## src/rtl/ibex_pkg_pext.sv

```systemverilog
// Shared types and helpers for the P-extension SIMD multiply-accumulate unit.
package ibex_pkg_pext;

  typedef enum logic [2:0] {
    MAC_SMAQA  = 3'd0,
    MAC_UMAQA  = 3'd1,
    MAC_KMADA  = 3'd2,
    MAC_KMAXDA = 3'd3,
    MAC_KMSDA  = 3'd4
  } mac_op_e;

  typedef enum logic [1:0] {
    IDLE = 2'd0,
    MUL  = 2'd1,
    DONE = 2'd2
  } mac_state_e;

  function automatic logic is_byte_op(input mac_op_e op);
    return (op == MAC_SMAQA) || (op == MAC_UMAQA);
  endfunction

  function automatic logic is_sat_op(input mac_op_e op);
    return (op == MAC_KMADA) || (op == MAC_KMAXDA) || (op == MAC_KMSDA);
  endfunction

  // Clamp a 35-bit accumulator to int32; bit 32 of the return flags a clamp.
  function automatic logic [32:0] sat32(input logic signed [34:0] acc);
    if (acc > 35'sh0_7FFF_FFFF) return {1'b1, 32'h7FFF_FFFF};
    if (acc < -35'sh0_8000_0000) return {1'b1, 32'h8000_0000};
    return {1'b0, acc[31:0]};
  endfunction

endpackage

```

## src/rtl/ibex_pext_mac_lane.sv

```systemverilog
// One SIMD MAC lane: picks an element pair from a 32-bit word and multiplies
// them in a single 17x17 signed multiplier (bytes and halves both fit).
module ibex_pext_mac_lane
  import ibex_pkg_pext::*;
(
  input  mac_op_e            i_op,
  input  logic [31:0]        i_a,
  input  logic [31:0]        i_b,
  input  logic [1:0]         i_k,
  output logic signed [33:0] o_prod
);

  logic [7:0]         w_a8, w_b8;
  logic [15:0]        w_a16, w_b16, w_b16x;
  logic signed [16:0] w_x, w_y;

  assign w_a8   = i_a[{i_k, 3'd0} +: 8];
  assign w_b8   = i_b[{i_k, 3'd0} +: 8];
  assign w_a16  = i_a[{i_k[0], 4'd0} +: 16];
  assign w_b16  = i_b[{i_k[0], 4'd0} +: 16];
  assign w_b16x = i_b[{~i_k[0], 4'd0} +: 16];

  always_comb begin
    w_x = '0;
    w_y = '0;
    case (i_op)
      MAC_SMAQA: begin
        w_x = {{9{w_a8[7]}}, w_a8};
        w_y = {{9{w_b8[7]}}, w_b8};
      end
      MAC_UMAQA: begin
        w_x = {9'd0, w_a8};
        w_y = {9'd0, w_b8};
      end
      MAC_KMADA, MAC_KMSDA: begin
        w_x = {w_a16[15], w_a16};
        w_y = {w_b16[15], w_b16};
      end
      MAC_KMAXDA: begin
        w_x = {w_a16[15], w_a16};
        w_y = {w_b16x[15], w_b16x};
      end
      default: begin
        w_x = '0;
        w_y = '0;
      end
    endcase
  end

  assign o_prod = w_x * w_y;

endmodule

```

## src/rtl/ibex_pext_simd_mac.sv

```systemverilog
// Multicycle SIMD dot-product-accumulate unit: NumMul shared lanes iterate
// over all element products, accumulating into one 35-bit register per word.
module ibex_pext_simd_mac
  import ibex_pkg_pext::*;
#(
  parameter int Width  = 32,
  parameter int NumMul = 1
) (
  input  logic             clk_i,
  input  logic             rst_ni,
  input  logic             start_i,
  input  logic             kill_i,
  input  logic [2:0]       mac_op_i,
  input  logic [Width-1:0] operand_a_i,
  input  logic [Width-1:0] operand_b_i,
  input  logic [Width-1:0] operand_rd_i,
  output logic             ready_o,
  output logic             valid_o,
  output logic [Width-1:0] result_o,
  output logic             ov_o
);

  localparam int NW = Width / 32;
  localparam logic [3:0] LastH = 4'(NW * 2 / NumMul - 1);
  localparam logic [3:0] LastB = 4'(NW * 4 / NumMul - 1);

  mac_state_e         r_state, w_state_next;
  logic [2:0]         r_op;
  logic [Width-1:0]   r_a, r_b, r_result;
  logic               r_ov;
  logic [3:0]         r_cnt;
  logic signed [34:0] r_acc      [NW];
  logic signed [34:0] w_acc_next [NW];
  mac_op_e            w_op;
  logic               w_byte, w_sat_op, w_last, w_accept;
  logic [Width-1:0]   w_result;
  logic [NW-1:0]      w_ov_word;
  logic [2:0]         w_lane_word [NumMul];
  logic signed [33:0] w_prod      [NumMul];

  assign w_op     = mac_op_e'(r_op);
  assign w_byte   = is_byte_op(w_op);
  assign w_sat_op = is_sat_op(w_op);
  assign w_last   = (r_cnt == (w_byte ? LastB : LastH));
  assign w_accept = (r_state == IDLE) && start_i && !kill_i;

  // Lane gi handles global product index g = cnt*NumMul + gi this cycle.
  generate
    for (genvar gi = 0; gi < NumMul; gi++) begin : g_lane
      logic [3:0] w_g;
      logic [1:0] w_k;
      assign w_g = r_cnt * 4'(NumMul) + 4'(gi);
      assign w_lane_word[gi] = w_byte ? {1'b0, w_g[3:2]} : w_g[3:1];
      assign w_k = w_byte ? w_g[1:0] : {1'b0, w_g[0]};

      ibex_pext_mac_lane u_lane (
        .i_op   (w_op),
        .i_a    (r_a[{w_lane_word[gi], 5'd0} +: 32]),
        .i_b    (r_b[{w_lane_word[gi], 5'd0} +: 32]),
        .i_k    (w_k),
        .o_prod (w_prod[gi])
      );
    end
  endgenerate

  always_comb begin
    for (int w = 0; w < NW; w++) begin
      w_acc_next[w] = r_acc[w];
      for (int m = 0; m < NumMul; m++) begin
        if (w_lane_word[m] == 3'(w)) begin
          if (w_op == MAC_KMSDA) w_acc_next[w] = w_acc_next[w] - 35'(w_prod[m]);
          else                   w_acc_next[w] = w_acc_next[w] + 35'(w_prod[m]);
        end
      end
    end
  end

  // Final word values are formed from the last slice's sums so result_o is
  // already registered while valid_o is high in DONE.
  generate
    for (genvar gi = 0; gi < NW; gi++) begin : g_word
      logic [32:0] w_sat;
      assign w_sat = sat32(w_acc_next[gi]);
      assign w_result[gi*32 +: 32] = w_sat_op ? w_sat[31:0] :
                                     (w_byte ? w_acc_next[gi][31:0] : 32'd0);
      assign w_ov_word[gi] = w_sat_op & w_sat[32];
    end
  endgenerate

  always_comb begin
    w_state_next = r_state;
    case (r_state)
      IDLE:    if (w_accept) w_state_next = MUL;
      MUL: begin
        if (kill_i)      w_state_next = IDLE;
        else if (w_last) w_state_next = DONE;
      end
      DONE:    w_state_next = IDLE;
      default: w_state_next = IDLE;
    endcase
  end

  always_ff @(posedge clk_i or negedge rst_ni) begin
    if (!rst_ni) begin
      r_state  <= IDLE;
      r_op     <= '0;
      r_a      <= '0;
      r_b      <= '0;
      r_cnt    <= '0;
      r_result <= '0;
      r_ov     <= 1'b0;
      for (int w = 0; w < NW; w++) r_acc[w] <= '0;
    end else begin
      r_state <= w_state_next;
      if (w_accept) begin
        r_op  <= mac_op_i;
        r_a   <= operand_a_i;
        r_b   <= operand_b_i;
        r_cnt <= '0;
        for (int w = 0; w < NW; w++) r_acc[w] <= 35'($signed(operand_rd_i[w*32 +: 32]));
      end else if (r_state == MUL && !kill_i) begin
        r_cnt <= r_cnt + 4'd1;
        for (int w = 0; w < NW; w++) r_acc[w] <= w_acc_next[w];
        if (w_last) begin
          r_result <= w_result;
          r_ov     <= |w_ov_word;
        end
      end
    end
  end

  assign ready_o  = (r_state == IDLE);
  assign valid_o  = (r_state == DONE);
  assign result_o = r_result;
  assign ov_o     = r_ov;

endmodule

```

## config.mk

```make
export PLATFORM = sky130hd
export DESIGN_NAME = ibex_pext_simd_mac
export DESIGN_NICKNAME = d
export VERILOG_FILES = /design/src/rtl/ibex_pkg_pext.sv /design/src/rtl/ibex_pext_mac_lane.sv /design/src/rtl/ibex_pext_simd_mac.sv
export SDC_FILE = /design/constraint.sdc
export NUM_CORES = 1
export LEC_CHECK = 0
export ABC_CLOCK_PERIOD_IN_PS = 11100
export CAP_MARGIN = 25
export CELL_PAD_IN_SITES_DETAIL_PLACEMENT = 1
export CELL_PAD_IN_SITES_GLOBAL_PLACEMENT = 1
export CORE_ASPECT_RATIO = 1.4
export CORE_UTILIZATION = 43
export DETAILED_ROUTE_END_ITERATION = 10
export PLACE_DENSITY_LB_ADDON = 0.15
export SKIP_LAST_GASP = 1
export SYNTH_ARGS = -nofsm -noshare
export SYNTH_HDL_FRONTEND = slang
export SYNTH_SLANG_ARGS = --single-unit
```

## constraint.sdc

```tcl
create_clock -name clk_i -period 11.1 [get_ports clk_i]
set_input_delay 2.775 -clock clk_i [delete_from_list [all_inputs] [get_ports clk_i]]
set_output_delay 2.775 -clock clk_i [all_outputs]
set_load 0.02 [all_outputs]
```

==> flow_summary_export.csv, run 1 <==
group,metric,value,unit
outcome,status,"complete, but fails checks",
outcome,violations,"setup timing",
clocking,clkSinkCount,141,
setup_path,worst_ep_required_time,11.47,ns
sta,skew,0.0184,ns
route,drtAntennaViolNets,0,
route,vias,19100,
logic_synthesis,synthDistinctLibCells,78,
cells_and_area,stdcell_count,3391,
cells_and_area,final_area,27800,µm²
route,remaining_drc_errors,0,
sta,max_slew.worst_pin.slew,0.965,ns
route,drt_first_pass_iters,5,
logic_synthesis,async_flop_share,100,%
clocking,numCtsBuffers,17,
die,die_x,187,µm
cells_and_area,areaGrowthSynthToFinish,34.7,%
cells_and_area,fin_nets,3266,
route,drt_iter0_markers,799,
route,wl_per_cell,22.6,µm
die,coreArea,47200,µm²
logic_synthesis,synth_top_cells_by_area,"fa_1 (28%), dfrtp_1 (17%), ha_1 (7.3%)",
placed_design,placed_area,25100,µm²
setup_path,worst_setup_path_start_kind,"flip-flop",
global_routing,grt-ovfl-total,0,
global_routing,grt_pass1_wl,119,mm
placed_design,placed_cells,3280,
die,die_area,48800,µm²
logic_synthesis,syn-num-nets,2802,
worst_hold_path,min-delay-path-class,"reg -> reg",
placed_design,place_ws,-0.649,ns
logic_synthesis,syn_inst,2290,
setup_path,arrival,11.70,ns
clocking,h-tree-depth,4,
placed_design,dp.final_hpwl,59.4,mm
worst_hold_path,hold_start,"ov_o",
logic_synthesis,synth_top_area_share,28.0,%
cells_and_area,antenna_cells,0,
logic_synthesis,yosys_warnings,0,
setup_path,crit_path_end_kind,"flip-flop",
clocking,root_buffer,"clkbuf_16",
sta,post-route-period-util,102,%
route,routed_wl,76.5,mm
die,die_y,261,µm
setup_path,r2r-end,"result_o[21]",
setup_path,ff2ff_path_depth,45,
logic_synthesis,synth_edf_count,0,
sta,worst_slack,-0.227,ns
sta,fin_crit,11.33,ns
placed_design,port_buffers,137,
clocking,path_clk_slew,0.07,ns
sta,final_max_slew_viol_count,0,
setup_path,crit_path_frequent_cell,"fa_1",
clocking,clk_path_buf_depth,2,
global_routing,antenna_found_initial,0,
die,initial_core_util,43.7,%
global_routing,grt_usage,31.6,%
setup_path,cp-startpoint,"r_op[2]",
worst_hold_path,min_delay_path_depth,2,
global_routing,grt_max_degree,74,
sta,setup_violations,33,
logic_synthesis,syn-mean-instance-area,9.00,µm²
clocking,cts_tree,"yes",
cells_and_area,drive_above_1_share,28.3,%
die,rows,94,
setup_path,ff2ff_setup_slack,-0.23,ns
route,viasPerCell,5.65,
cells_and_area,final_common_cell,"buf_4",
sta,max_freq,88.3,MHz
sta,grt_setup_unrepaired,"yes",
logic_synthesis,synth_seq_cells,141,
logic_synthesis,yosys.area.top_type,"fa_1",
clocking,clk_latency,0.46,ns
logic_synthesis,synthFlopType,"dfrtp_1",
global_routing,grt_pass1_vias,21900,
cells_and_area,layout_common_cells,"buf_4 (375), inv_1 (312), fa_1 (281)",
worst_hold_path,whs_endpoint,"ov_o",
logic_synthesis,synth_seq_area_share,17.1,%
setup_path,critPathKind,"reg -> reg",
die,io_pins,138,
sta,finalHoldViolCount,0,
setup_path,r2r-start,"r_op[2]",
job,cap_violations,0,
setup_path,cp_slowest_cell,"fa_1",
sta,max_slew_margin,35.0,%
setup_path,crit_fanout,8,
setup_path,critical_path.max_stage_delay,0.53,ns
logic_synthesis,netlist_area,20600,µm²
placed_design,place_congestion,0.943,
[state kept, by name, indices dropped and copies added, names as in the netlist]
register,flops
r_a,32
ov_o,1
r_b,32
r_state,2
result_o,32
r_cnt,4
r_op,3
r_acc,35
[synthesized netlist by cell type (all sizes together), types with 8 or more instances]
| cell | count |
|---|---|
| inv | 321 |
| fa | 288 |
| nor2 | 255 |
| nand2 | 192 |
| dfrtp | 141 |
| ha | 121 |
| o21ai | 119 |
| clkbuf | 99 |
| a21oi | 96 |
| mux2 | 81 |
| xnor2 | 49 |
| a22oi | 44 |
| mux2i | 44 |
| o21a | 32 |
| xor2 | 32 |
| a21o | 26 |
| nor3 | 25 |
| nand2b | 22 |
| and2 | 18 |
| nand3 | 17 |
| a311oi | 16 |
| nor2b | 16 |
| or2 | 15 |
| nand4 | 14 |
| a211oi | 13 |
| and3 | 13 |
| buf | 13 |
| o211ai | 12 |
| or3 | 12 |
| nor4 | 10 |
| and4 | 8 |
| o221ai | 8 |
| o31ai | 8 |
[layout make-up]
| class | instances | area [µm²] |
|---|---|---|
| Sequential cell | 141 | 3530 |
| Fill cell | 5336 | 19400 |
| Multi-Input combinational cell | 1717 | 16700 |
| Tap cell | 624 | 781 |
| Timing Repair Buffer | 555 | 4910 |
| Clock buffer | 17 | 425 |
| Inverter | 322 | 1210 |
| Clock inverter | 15 | 153 |
[repair_timing]
action                     in CTS  in global routing
gates cloned                    3                  3
setup endpoints to repair      34                 34
gates resized for setup       157                165
pin swaps                      40                 82
hold buffers                    0                  0
setup buffers                  49                 24
[routing by layer]
layer / share of wire [%] / up-vias / GRT usage [%]
li1: - / 8577 / -
met1: 36 / 9860 / 32.8
met2: 55 / 496 / 62.4
met3: 2.7 / 215 / 2.91
met4: 5.9 / 0 / 16.6
met5: 0 / - / 0
[through the flow]
stage,hold slack [ns],TNS (ns),utilization (%)
6_report,0.510,-4.41,58.8
5_1_grt,0.533,-15.59,58.8
4_1_cts,0.515,-1.49,56.7
3_5_place_dp,0.501,-17.67,53.2
3_3_place_gp,0.484,-8.55,53.2
2_1_floorplan,0.480,0,-
[worst max-delay path by stage]
stage                               to  slack, ns  cells past startpoint
final                     result_o[21]      -0.23                     45
after CTS                 result_o[25]      -0.11                     44
after global routing       result_o[6]      -0.56                     44
after floorplan           result_o[23]       0.01                     47
after detailed placement  result_o[30]      -0.65                     39
after global placement     result_o[0]      -0.37                     43
[kinds of logic (layout without fill, tap and decap cells)]
| kind of cell | after synthesis | after routing | share of synthesized area (%) |
|---|---|---|---|
| compound gates | 462 | 463 | 14.9 |
| xor+xnor | 81 | 81 | 3.44 |
| buf+inv | 434 | 909 | 7.99 |
| flops | 141 | 141 | 17.1 |
| simple gates | 633 | 634 | 14.1 |
| mux | 130 | 130 | 7.11 |
| fa+ha+maj | 409 | 409 | 35.3 |
[critical path: cells and delay by family, from the launching register on]
| family | cells | cell delay [ns] |
|---|---|---|
| AO/OA/AOI/OAI | 10 | 2.79 |
| multiplexers | 2 | 0.61 |
| flip-flops | 1 | 0.45 |
| XOR/XNOR | 2 | 0.33 |
| AND/OR/NAND/NOR | 12 | 2.16 |
| buffers and inverters | 10 | 1.28 |
| adder cells (fa/ha/maj) | 9 | 3.59 |
Power of run 1 is not shown: default switching activity piles up to over one toggle a cycle in this logic, so the estimate is an artifact.
==> inputs of run 2 (changes only) <==
Settings changed: SLEW_MARGIN set to 25.
==> run 2 against run 1 <==
Effect of this change:
- the flow still finishes with violations (setup timing)
- sequential cell count unchanged
- sequential share of layout area about the same
- setup slack got worse by 0.040 ns
- die area unchanged
- clock skew increased by 0.0039 ns
- register-to-register slack got worse by 0.04 ns
- first-iteration DRC count decreased by 5.8%
- cell area decreased by 0.36%
- fmax decreased by 0.36%
- utilization decreased by 0.21 points
- hold slack improved by 0.0026 ns
- largest cell class unchanged
- highest routed layer unchanged
==> flow_summary_export.csv, run 2 (synthesized netlist as in run 1, its figures left out) <==
group,metric,value,unit
die,die_area,48800,µm²
cells_and_area,final_area,27700,µm²
clocking,clk_path_buf_depth,2,
cells_and_area,final.fill_count,5329,
cells_and_area,largest-register,"r_acc",
sta,finalHoldViolCount,0,
die,rows,94,
route,viasPerCell,5.62,
die,coreArea,47200,µm²
route,drtAntennaViolNets,0,
cells_and_area,seqCellArea,3530,µm²
outcome,status,"complete, but fails checks",
cells_and_area,multi_input_area,16700,µm²
setup_path,ff2ff_setup_slack,-0.27,ns
job,cap_violations,0,
clocking,cts_tree,"yes",
setup_path,worst_setup_path_start_kind,"flip-flop",
sta,skew,0.0223,ns
placed_design,place_congestion,0.943,
route,remaining_drc_errors,0,
global_routing,antenna_found_initial,0,
clocking,path_clk_slew,0.07,ns
clocking,cts_hold_buf,0,
route,wl_per_cell,22.7,µm
setup_path,ff2ff_path_depth,46,
placed_design,dp.final_hpwl,59.4,mm
cells_and_area,largest_reg_flops,35,
placed_design,port_buffers,137,
setup_path,critical_path.max_stage_delay,0.56,ns
clocking,clkSinkCount,141,
route,vias,19100,
route,drt_iter0_markers,753,
cells_and_area,drive_above_1_share,28.1,%
worst_hold_path,min_delay_path_depth,2,
clocking,h-tree-depth,4,
cells_and_area,antenna_cells,0,
sta,final_max_slew_viol_count,0,
sta,worst_slack,-0.267,ns
setup_path,arrival,11.74,ns
sta,max_slew_margin,33.3,%
worst_hold_path,min-delay-path-class,"reg -> reg",
setup_path,crit_path_frequent_cell,"buf_4",
route,drt_first_pass_iters,5,
setup_path,critPathKind,"reg -> reg",
sta,post-route-period-util,102,%
clocking,numCtsBuffers,17,
sta,max_slew.worst_pin.slew,0.993,ns
setup_path,cp_slowest_cell,"fa_1",
sta,fin_crit,11.37,ns
die,initial_core_util,43.7,%
cells_and_area,layout_common_cells,"buf_4 (374), inv_1 (312), fa_1 (281)",
die,die_y,261,µm
cells_and_area,final_common_cell,"buf_4",
global_routing,grt_pass1_wl,119,mm
sta,setup_violations,33,
outcome,violations,"setup timing",
cells_and_area,areaGrowthSynthToFinish,34.2,%
cells_and_area,fin_nets,3263,
global_routing,grt_pass1_vias,21900,
die,io_pins,138,
sta,max_freq,88.0,MHz
die,die_x,187,µm
global_routing,grt_usage,31.6,%
setup_path,crit_fanout,8,
global_routing,grt_max_degree,74,
placed_design,place_ws,-0.649,ns
setup_path,crit_path_end_kind,"flip-flop",
clocking,root_buffer,"clkbuf_16",
global_routing,grt-ovfl-total,0,
sta,grt_setup_unrepaired,"yes",
route,routed_wl,76.9,mm
clocking,clk_latency,0.47,ns
setup_path,worst_ep_required_time,11.48,ns
placed_design,placed_area,25100,µm²
## run 2: layout make-up
| type | instances | share of cell area [%] |
|---|---|---|
| well taps | 624 | 2.82 |
| repair buffers | 552 | 17.5 |
| clock buffers | 17 | 1.54 |
| multi-input cells | 1717 | 60.4 |
| clock inverters | 15 | 0.552 |
| flip-flops and latches | 141 | 12.8 |
| inverters | 322 | 4.38 |
## run 2: critical path, delay by kind of cell (launching register included)
family          cells  cell delay, ns
simple gates       10            2.00
xor+xnor            1            0.15
buf+inv            12            1.63
mux                 2            0.61
fa+ha+maj           9            3.51
flops               1            0.45
compound gates     12            2.93
## run 2: path summary, 6_finish.rpt
kind / start / to
worst max-delay path: r_op[2] / result_o[21]
worst min-delay path: result_o[11] / result_o[11]
worst max register to register: r_op[2] / result_o[21]
worst min register to register: result_o[11] / result_o[11]
max in group asynchronous: rst_ni / r_acc[32]
min in group asynchronous: rst_ni / r_a[9]
## run 2: stage by stage
step           setup TNS (ns)  utilization, %  hold slack (ns)  cells
2_1_floorplan               0               -            0.480   2290
3_3_place_gp            -8.55            53.2            0.484   3280
3_5_place_dp           -17.67            53.2            0.501   3280
4_1_cts                 -1.49            56.7            0.515   3363
5_1_grt                -16.64            58.6            0.524   3388
6_report                -6.03            58.6            0.513   3388
## run 2: routing by layer
layer,share of wire [%],up-vias,GRT usage (%)
met3,2.5,209,2.91
met1,36,9834,32.8
met4,5.4,0,16.6
li1,-,8563,-
met2,56,450,62.4
met5,0,-,0
## run 2: what timing repair did
| item | in CTS | in global routing |
|---|---|---|
| buffers inserted | 49 | 23 |
| gates resized for setup | 157 | 158 |
| pin swaps | 40 | 74 |
| endpoints found under the setup margin | 34 | 34 |
| hold endpoints to repair | 0 | 0 |
| cloned | 3 | 3 |
Power of run 2 is left out for the same reason.
